## src/rtl/controlo_pkg.sv

```systemverilog
// Shared types and constants for the weighing controller (controlo_pesagem).
package controlo_pkg;

    typedef enum logic [1:0] {
        ACUMULA,
        DIVIDE,
        PUBLICA
    } estado_t;

    localparam int unsigned LARG_PESO      = 12;
    localparam int unsigned LIMITE_G_DEF   = 4000;
    localparam int unsigned JANELA_EST_DEF = 8;

    function automatic logic [LARG_PESO-1:0] dif_abs(input logic [LARG_PESO-1:0] a,
                                                     input logic [LARG_PESO-1:0] b);
        return (a >= b) ? (a - b) : (b - a);
    endfunction

endpackage

```

## src/rtl/media_amostras.sv

```systemverilog
// Accumulates N_AMOSTRAS strobed samples and presents their truncated average.
module media_amostras
    import controlo_pkg::*;
#(
    parameter int unsigned N_AMOSTRAS = 4
) (
    input  logic                 clk,
    input  logic                 strobe,
    input  logic [LARG_PESO-1:0] amostra,
    input  logic                 clear,
    output logic [LARG_PESO-1:0] media,
    output logic                 done
);
    localparam int unsigned LOG_N     = $clog2(N_AMOSTRAS);
    localparam int unsigned LARG_SOMA = LARG_PESO + LOG_N;
    localparam int unsigned LARG_CONT = LOG_N + 1;
    localparam logic [LARG_CONT-1:0] ULTIMA = LARG_CONT'(N_AMOSTRAS - 1);

    logic [LARG_SOMA-1:0] soma_q, soma_d;
    logic [LARG_CONT-1:0] cont_q, cont_d;

    always_comb begin
        soma_d = soma_q;
        cont_d = cont_q;
        if (clear) begin
            soma_d = '0;
            cont_d = '0;
        end else if (strobe) begin
            soma_d = soma_q + LARG_SOMA'(amostra);
            cont_d = cont_q + LARG_CONT'(1);
        end
    end

    always_ff @(posedge clk) begin
        soma_q <= soma_d;
        cont_q <= cont_d;
    end

    // done flags the strobe that completes the window, so the FSM leaves ACUMULA on that edge
    assign media = LARG_PESO'(soma_q >> LOG_N);
    assign done  = strobe && (cont_q == ULTIMA);

endmodule

```

## src/rtl/controlo_pesagem.sv

```systemverilog
// Weighing controller: averages load-cell samples, publishes net weight, overload and stability flags.
// Tare support is compiled in when the macro TARA_EN is defined.
module controlo_pesagem
    import controlo_pkg::*;
#(
    parameter int unsigned N_AMOSTRAS = 4,
    parameter int unsigned LIMITE_G   = LIMITE_G_DEF,
    parameter int unsigned JANELA_EST = JANELA_EST_DEF
) (
    input  logic                 clk,
    input  logic                 rst,
    input  logic                 amostra_valida,
    input  logic [LARG_PESO-1:0] amostra,
    input  logic                 botao_tara,
    output logic [LARG_PESO-1:0] gramas,
    output logic                 peso_valido,
    output logic                 sobrecarga,
    output logic                 estavel
);
    estado_t              estado_q, estado_d;
    logic [LARG_PESO-1:0] media;
    logic [LARG_PESO-1:0] gramas_q, gramas_d;
    logic [LARG_PESO-1:0] media_ant_q, media_ant_d;
    logic                 peso_valido_q, peso_valido_d;
    logic                 sobrecarga_q, sobrecarga_d;
    logic                 estavel_q, estavel_d;
    logic                 tem_ant_q, tem_ant_d;
    logic                 amostra_aceite, limpa, janela_cheia;
    logic                 acima_limite, dentro_janela;

`ifdef TARA_EN
    logic [LARG_PESO-1:0] tara_q, tara_d;
    logic                 tara_pend_q, tara_pend_d;
`else
    logic                 unused_tara;
    assign unused_tara = botao_tara;
`endif

    assign amostra_aceite = amostra_valida && !rst && (estado_q == ACUMULA);
    assign limpa          = rst || (estado_q == DIVIDE);

    media_amostras #(
        .N_AMOSTRAS(N_AMOSTRAS)
    ) u_media (
        .clk    (clk),
        .strobe (amostra_aceite),
        .amostra(amostra),
        .clear  (limpa),
        .media  (media),
        .done   (janela_cheia)
    );

    assign acima_limite  = 32'(media) > LIMITE_G;
    assign dentro_janela = 32'(dif_abs(media, media_ant_q)) <= JANELA_EST;

    always_ff @(posedge clk) begin
        if (rst) estado_q <= ACUMULA;
        else     estado_q <= estado_d;
    end

    always_comb begin
        estado_d = estado_q;
        case (estado_q)
            ACUMULA: if (janela_cheia) estado_d = DIVIDE;
            DIVIDE:  estado_d = PUBLICA;
            PUBLICA: estado_d = ACUMULA;
            default: estado_d = ACUMULA;
        endcase
    end

    // Results are registered on the edge leaving DIVIDE so they are visible throughout PUBLICA
    always_comb begin
        gramas_d      = gramas_q;
        peso_valido_d = 1'b0;
        sobrecarga_d  = sobrecarga_q;
        estavel_d     = estavel_q;
        media_ant_d   = media_ant_q;
        tem_ant_d     = tem_ant_q;
`ifdef TARA_EN
        tara_d        = tara_q;
        tara_pend_d   = tara_pend_q | botao_tara;
`endif
        if (estado_q == DIVIDE) begin
            peso_valido_d = 1'b1;
            estavel_d     = tem_ant_q && dentro_janela;
            media_ant_d   = media;
            tem_ant_d     = 1'b1;
            if (acima_limite) begin
                sobrecarga_d = 1'b1;
`ifdef TARA_EN
                tara_pend_d  = 1'b0;
`endif
            end else begin
                sobrecarga_d = 1'b0;
`ifdef TARA_EN
                tara_pend_d  = 1'b0;
                if (tara_pend_q || botao_tara) begin
                    tara_d   = media;
                    gramas_d = '0;
                end else begin
                    gramas_d = (media > tara_q) ? (media - tara_q) : '0;
                end
`else
                gramas_d = media;
`endif
            end
        end
    end

    always_ff @(posedge clk) begin
        if (rst) begin
            gramas_q      <= '0;
            peso_valido_q <= 1'b0;
            sobrecarga_q  <= 1'b0;
            estavel_q     <= 1'b0;
            media_ant_q   <= '0;
            tem_ant_q     <= 1'b0;
        end else begin
            gramas_q      <= gramas_d;
            peso_valido_q <= peso_valido_d;
            sobrecarga_q  <= sobrecarga_d;
            estavel_q     <= estavel_d;
            media_ant_q   <= media_ant_d;
            tem_ant_q     <= tem_ant_d;
        end
    end

`ifdef TARA_EN
    always_ff @(posedge clk) begin
        if (rst) begin
            tara_q      <= '0;
            tara_pend_q <= 1'b0;
        end else begin
            tara_q      <= tara_d;
            tara_pend_q <= tara_pend_d;
        end
    end
`endif

    assign gramas      = gramas_q;
    assign peso_valido = peso_valido_q;
    assign sobrecarga  = sobrecarga_q;
    assign estavel     = estavel_q;

endmodule

```

## config.mk

```make
export PLATFORM = sky130hd
export DESIGN_NAME = controlo_pesagem
export DESIGN_NICKNAME = d
export VERILOG_FILES = /design/src/rtl/controlo_pkg.sv /design/src/rtl/media_amostras.sv /design/src/rtl/controlo_pesagem.sv
export SDC_FILE = /design/constraint.sdc
export NUM_CORES = 1
export LEC_CHECK = 0
export CAP_MARGIN = 5
export CORE_MARGIN = 1.5
export CORE_UTILIZATION = 27
export DETAILED_ROUTE_END_ITERATION = 8
export MAX_ROUTING_LAYER = met4
export PLACE_DENSITY = 0.39
export SLEW_MARGIN = 20
export SYNTH_ARGS = -nofsm -noshare
export SYNTH_HDL_FRONTEND = slang
export SYNTH_HIERARCHICAL = 1
export SYNTH_SLANG_ARGS = --single-unit
```

## constraint.sdc

```tcl
create_clock -name clk -period 7.35 [get_ports clk]
set_input_delay 2.205 -clock clk [delete_from_list [all_inputs] [get_ports clk]]
set_output_delay 2.205 -clock clk [all_outputs]
set_load 0.005 [all_outputs]
```

# Yosys cells after proc, flatten, opt, wreduce, memory -nomap -nowiden
# Cells that the tools add are included.
# Widths: inputs -> output; s select.
op_classes:
  addsub: 4
  bitwise_logic: 1
  n_mux: 5
  order_cmp: 3
  n_reduce_logical: 8
  n_eq_ne: 3
op_table:
  columns: ["cell", "n"]
  rows:
  - ["$sub 12x12->12", 2]
  - ["$add 14x12->14", 1]
  - ["$ge 12x12->1", 1]
  - ["$gt 12x12->1 const B", 1]
  - ["$le 12x4->1 const B", 1]
  - ["$mux 12", 1]
  - ["$logic_and 1x1->1", 4]
  - ["$pmux 2 s2", 1]
  - ["$add 3x1->3 const B", 1]
  - ["$eq 3x2->1 const B", 1]
  - ["$eq 2x1->1 const B", 1]
  - ["$logic_not 2->1", 1]
  - ["$mux 1", 2]
  - ["$mux 2", 1]
  - ["$ne 2x2->1 const B", 1]
  - ["$reduce_and 2->1", 1]
  - ["$logic_not 1->1", 1]
  - ["$logic_or 1x1->1", 1]
  - ["$not 1->1", 1]
totals:
  out_inout_bits: 15
  elab_cells: 33
  regBits: 47
  input_bits: 16

# Depth between registers and ports, before layout
depth:
  ltp_word: 6
  ltp_mapped: 13
  depth_no_buf: 10

# Modules after synthesis
# Netlist, hierarchy kept.
by_module_without_submodules:
  columns: ["module", "n_inst", "cells_per_inst", "area_each_um2"]
  rows:
  - ["controlo_pesagem", 1, 284, 2247.2]
  - ["media_amostras", 1, 153, 1311.3]

# Least setup slack after synthesis
# No wires, ideal clock.
synth_timing:
  kind: "input to register"
  startpoint: "input amostra[0]"
  endpoint: "register u_media.soma_q[12]"
  required_ns: 7.218
  arrival_time_ns: 3.630
  setup_ns: 0.132
  stages: 9
  path_slack_ns: 3.588
  n_path_buf: 0
  path_cell_list: "ha_1 inv_1 fa_1 nor2b_1 o211ai_1 a21boi_1 o211a_1 o21a_1 o211ai_1"
synth_between:
  elab_chain_len: 1
synth_lines:
  columns: ["item", "line", "text"]
  rows:
  - ["start: declaration", "controlo_pesagem.sv:13", "input logic [LARG_PESO-1:0] amostra,"]
  - ["$add 14x12->14", "media_amostras.sv:29", "soma_d = soma_q + LARG_SOMA'(amostra);"]
  - ["end signal: assignment", "media_amostras.sv:35", "soma_q <= soma_d;"]
  - ["end: declaration", "media_amostras.sv:19", "logic [LARG_SOMA-1:0] soma_q, soma_d;"]
# Every way passes these cells.
# A chain may end at the register's enable or synchronous reset.

# Worst setup path after layout
layout_timing:
  startpoint: "input rst"
  endpoint: "register u_media.soma_q[12]"
layout_between:
  word_cells_on_any_way: 4
  classes_between: "reduce/logical: 4"
layout_rtl:
  columns: ["item", "line", "text"]
  rows:
  - ["start: declaration", "controlo_pesagem.sv:11", "input logic rst,"]
  - ["$logic_or 1x1->1", "controlo_pesagem.sv:40", "assign limpa = rst || (estado_q == DIVIDE);"]
  - ["named net limpa", "controlo_pesagem.sv:28", "logic amostra_aceite, limpa, janela_cheia;"]
# The timed path passes the listed nets, and every way through them passes these cells.

==> run metrics <==
status=complete, no violations; number of setup buffers added after CTS=0; Final setup viols=0; ys flop type=dfxtp_1; Final WS setup=2.97 ns; ratio of cells with drive above 1 in the final layout=about 6.0%; Rel. slew slack=between 40% and 50%; total core area=around 13000 um^2; latest clock arrival within the worst-skew pair=0.29 ns; IO Port Bufs=29; Critical Path End Type=register; library cells used by synthesis=70; Pre-antenna DRT Iters=4; Crit Path Category=input pin to register; CTS resizes=0; RSZ-0062 raised after global routing=no; number of synthesized register bits=47; Synth async-reset ratio=0%; share of power burned in registers=approximately a third; die width=about 120 um; H-tree levels=2; max-slew violations=0; cts bufs inserted=5; cells after synthesis=437; cts hold-fix bufs=0; CTS tree=done; total power=between 800 and 900 uW; RD Place Congestion=slightly below 0.8; CTS clock-pin slew for the worst setup and hold paths=approximately 0.060 ns; worst path required time=approximately 7.5 ns; P_sw=around 280 uW; slowest stage delay, CP=about 0.55 ns; worst slack, placed=about 2.6 ns; vias in the first global route=2941; Peak Freq=roughly 230 MHz; Final Hold Fails=0; global route overflow=0; initial core utilization=approximately 28%; antenna violations before repair=0; ANT cells=0; TNS Setup=0 ns; Final #Nets=about 500; drt wl/cell=13.7 um; CTS root buf=clkbuf_16; Synthesis Warnings=6; clock share of power=around 29%; drt first-iter violations=114; crit path cell chain=clkdlybuf4s50_1 > buf_4 > nor2_1 > inv_1 > nand2b_1 > nor3_1 > a311oi_1 > o211ai_1; clock net sink count=between 40 and 50; Hold Crit Class=register to register; maximum root-to-sink buffer count=2; switch share=around a third; Via Count=slightly below 3000; full die area=between 10000 and 15000 um^2; first-pass GRT wire length=between 10000 and 15000 um; CP startpoint kind=input pin; cell area after synthesis=3560 um^2; total track usage=roughly an eighth; Vias per Instance=around 4.8; share of the yosys chip area belonging to registers=around a quarter; Synthesized Nets=a little under 500; Comb pwr share=between 30 and 40%; Buf+Inv Stages, Crit Path=3; Worst-Margin Slew=around 0.84 ns; Top Family by Delay on Critical Path=buffers and inverters; VDD IR max=between 100 and 150 uV; Leak Pwr=~0.0015 uW; Mean Syn Cell Area=8.14 um^2; design area=4090 um^2; clk_skew=0.00313 ns; final antenna-violating net count=0; Post-DP Area=about 4000 um^2; die height=approximately 120 um; PD cells=~200 nW/um^2; IO Pins=31; CP max-delay cell=inv_1; max-cap violations=0; final period demand of the worst path=about 4.4 ns; worst hold margin=roughly 0.46 ns; crit path DAT=4.54 ns; synthesis-to-finish area growth=14.9%; Pint=between 500 and 600 uW; filler cell count=between 1000 and 1500; number of synthesized flops with an enable pin=0; placed wire-length estimate=6520 um; Row Count=between 40 and 50; CP max FO=30; drt drc=0; final worst-path cycle share=59.5%; WL final=8520 um; pin count of the biggest net entering global routing=31
[placed cells by master, fill, tap and decap left out, types with 6 or more instances in the layout]
master	n
dfxtp_1	47
nor2_1	39
a21oi_1	39
nand2_1	37
ha_1	37
inv_1	32
clkdlybuf4s50_1	29
mux2i_1	18
nor3_1	12
o21ai_0	11
nand2b_1	9
nand3_1	9
a211oi_1	8
nor2b_1	7
a21o_1	7
o211ai_1	7
and2_1	6
or3_1	6
[metal layers]
metal | routed length (um) | track usage, % | vias up
met5 | 0 | - | -
met4 | 110 | 4.50 | 0
met3 | 218 | 1.99 | 10
met2 | 4020 | 21.3 | 42
met1 | 4170 | 16.1 | 1353
li1 | - | - | 1561
[worst reg2reg max path: stages, from the launching register on]
cell and delay, ns:
dfxtp_1 0.50, inv_1 0.08, ha_1 0.52, nand2_1 0.19, o21ai_1 0.23, and2_1 0.37, nor2_2 0.16, o211ai_2 0.28
mux2_4 0.32, o311a_1 0.33, o31ai_2 0.23
[area by class of cell]
cell class / count / area (um^2) / share of cell area [%]
repair buffers: 32 / 313 / 7.65
inverters: 32 / 120 / 2.94
clock buffers: 8 / 156 / 3.82
well taps: 172 / 215 / 5.26
multi-input cells: 330 / 2340 / 57.3
flip-flops and latches: 47 / 941 / 23.0
[Yosys cell counts (all sizes together), types with 3 or more instances]
cell type	count	area [um^2]
a211oi	9	72.6
a21boi	3	22.5
a21o	7	52.6
a21oi	40	204
and2	7	46.3
buf	19	120
clkbuf	9	33.8
dfxtp	47	941
ha	37	463
inv	32	120
mux2	4	48.8
mux2i	18	180
nand2	37	139
nand2b	10	70.1
nand3	9	45.0
nor2	40	153
nor2b	7	43.8
nor3	12	60.1
nor3b	5	37.5
o2111ai	4	35.0
o211ai	8	65.1
o21a	5	37.5
o21ai	13	65.1
o21bai	3	22.5
o31a	3	26.3
o31ai	3	27.5
or3	6	37.5
xnor2	5	43.8
xor2	3	26.3
[flip-flops by register name (all words and copies together), names as in the netlist]
register        cells
estavel             1
u_media/cont_q      3
u_media/soma_q     14
media_ant_q        12
peso_valido         1
tem_ant_q           1
sobrecarga          1
gramas             12
estado_q            2
[power by group through the flow]
stage               clock network, uW  registers [uW]  logic (uW)
finish                            242             282         307
global route                      265             285         342
CTS                               253             283         308
detailed placement                  0             289         307
global placement                    0             288         312
floorplan                           0             276         261
[final timing paths]
path                             end  depth (start not counted)  slack [ns]              start
hold / removal       media_ant_q[11]                          2        0.46    media_ant_q[11]
setup reg to reg             estavel                         10        4.05  u_media/soma_q[8]
hold reg to reg      media_ant_q[11]                          2        0.46    media_ant_q[11]
setup / recovery  u_media/soma_q[12]                          8        2.97                rst
[kinds of logic (layout without fill, tap and decap cells)]
| group | after synthesis | in the layout | synth area share, % |
|---|---|---|---|
| AO/OA/AOI/OAI | 115 | 115 | 23.0 |
| XOR/XNOR | 8 | 8 | 1.97 |
| adder cells (fa/ha/maj) | 38 | 38 | 13.6 |
| buffers and inverters | 60 | 72 | 7.70 |
| flip-flops | 47 | 47 | 26.4 |
| multiplexers | 22 | 22 | 6.43 |
| AND/OR/NAND/NOR | 147 | 147 | 20.9 |
[per-stage QoR]
| stage | utilization [%] | instances |
|---|---|---|
| after detailed placement | 30.9 | 613 |
| after CTS | 32.1 | 621 |
| after global placement | 30.9 | 613 |
| after global routing | 32.1 | 621 |
| after floorplan | - | 437 |
| final | 32.1 | 621 |
No activity file was read; power rests on OpenSTA's default activity.
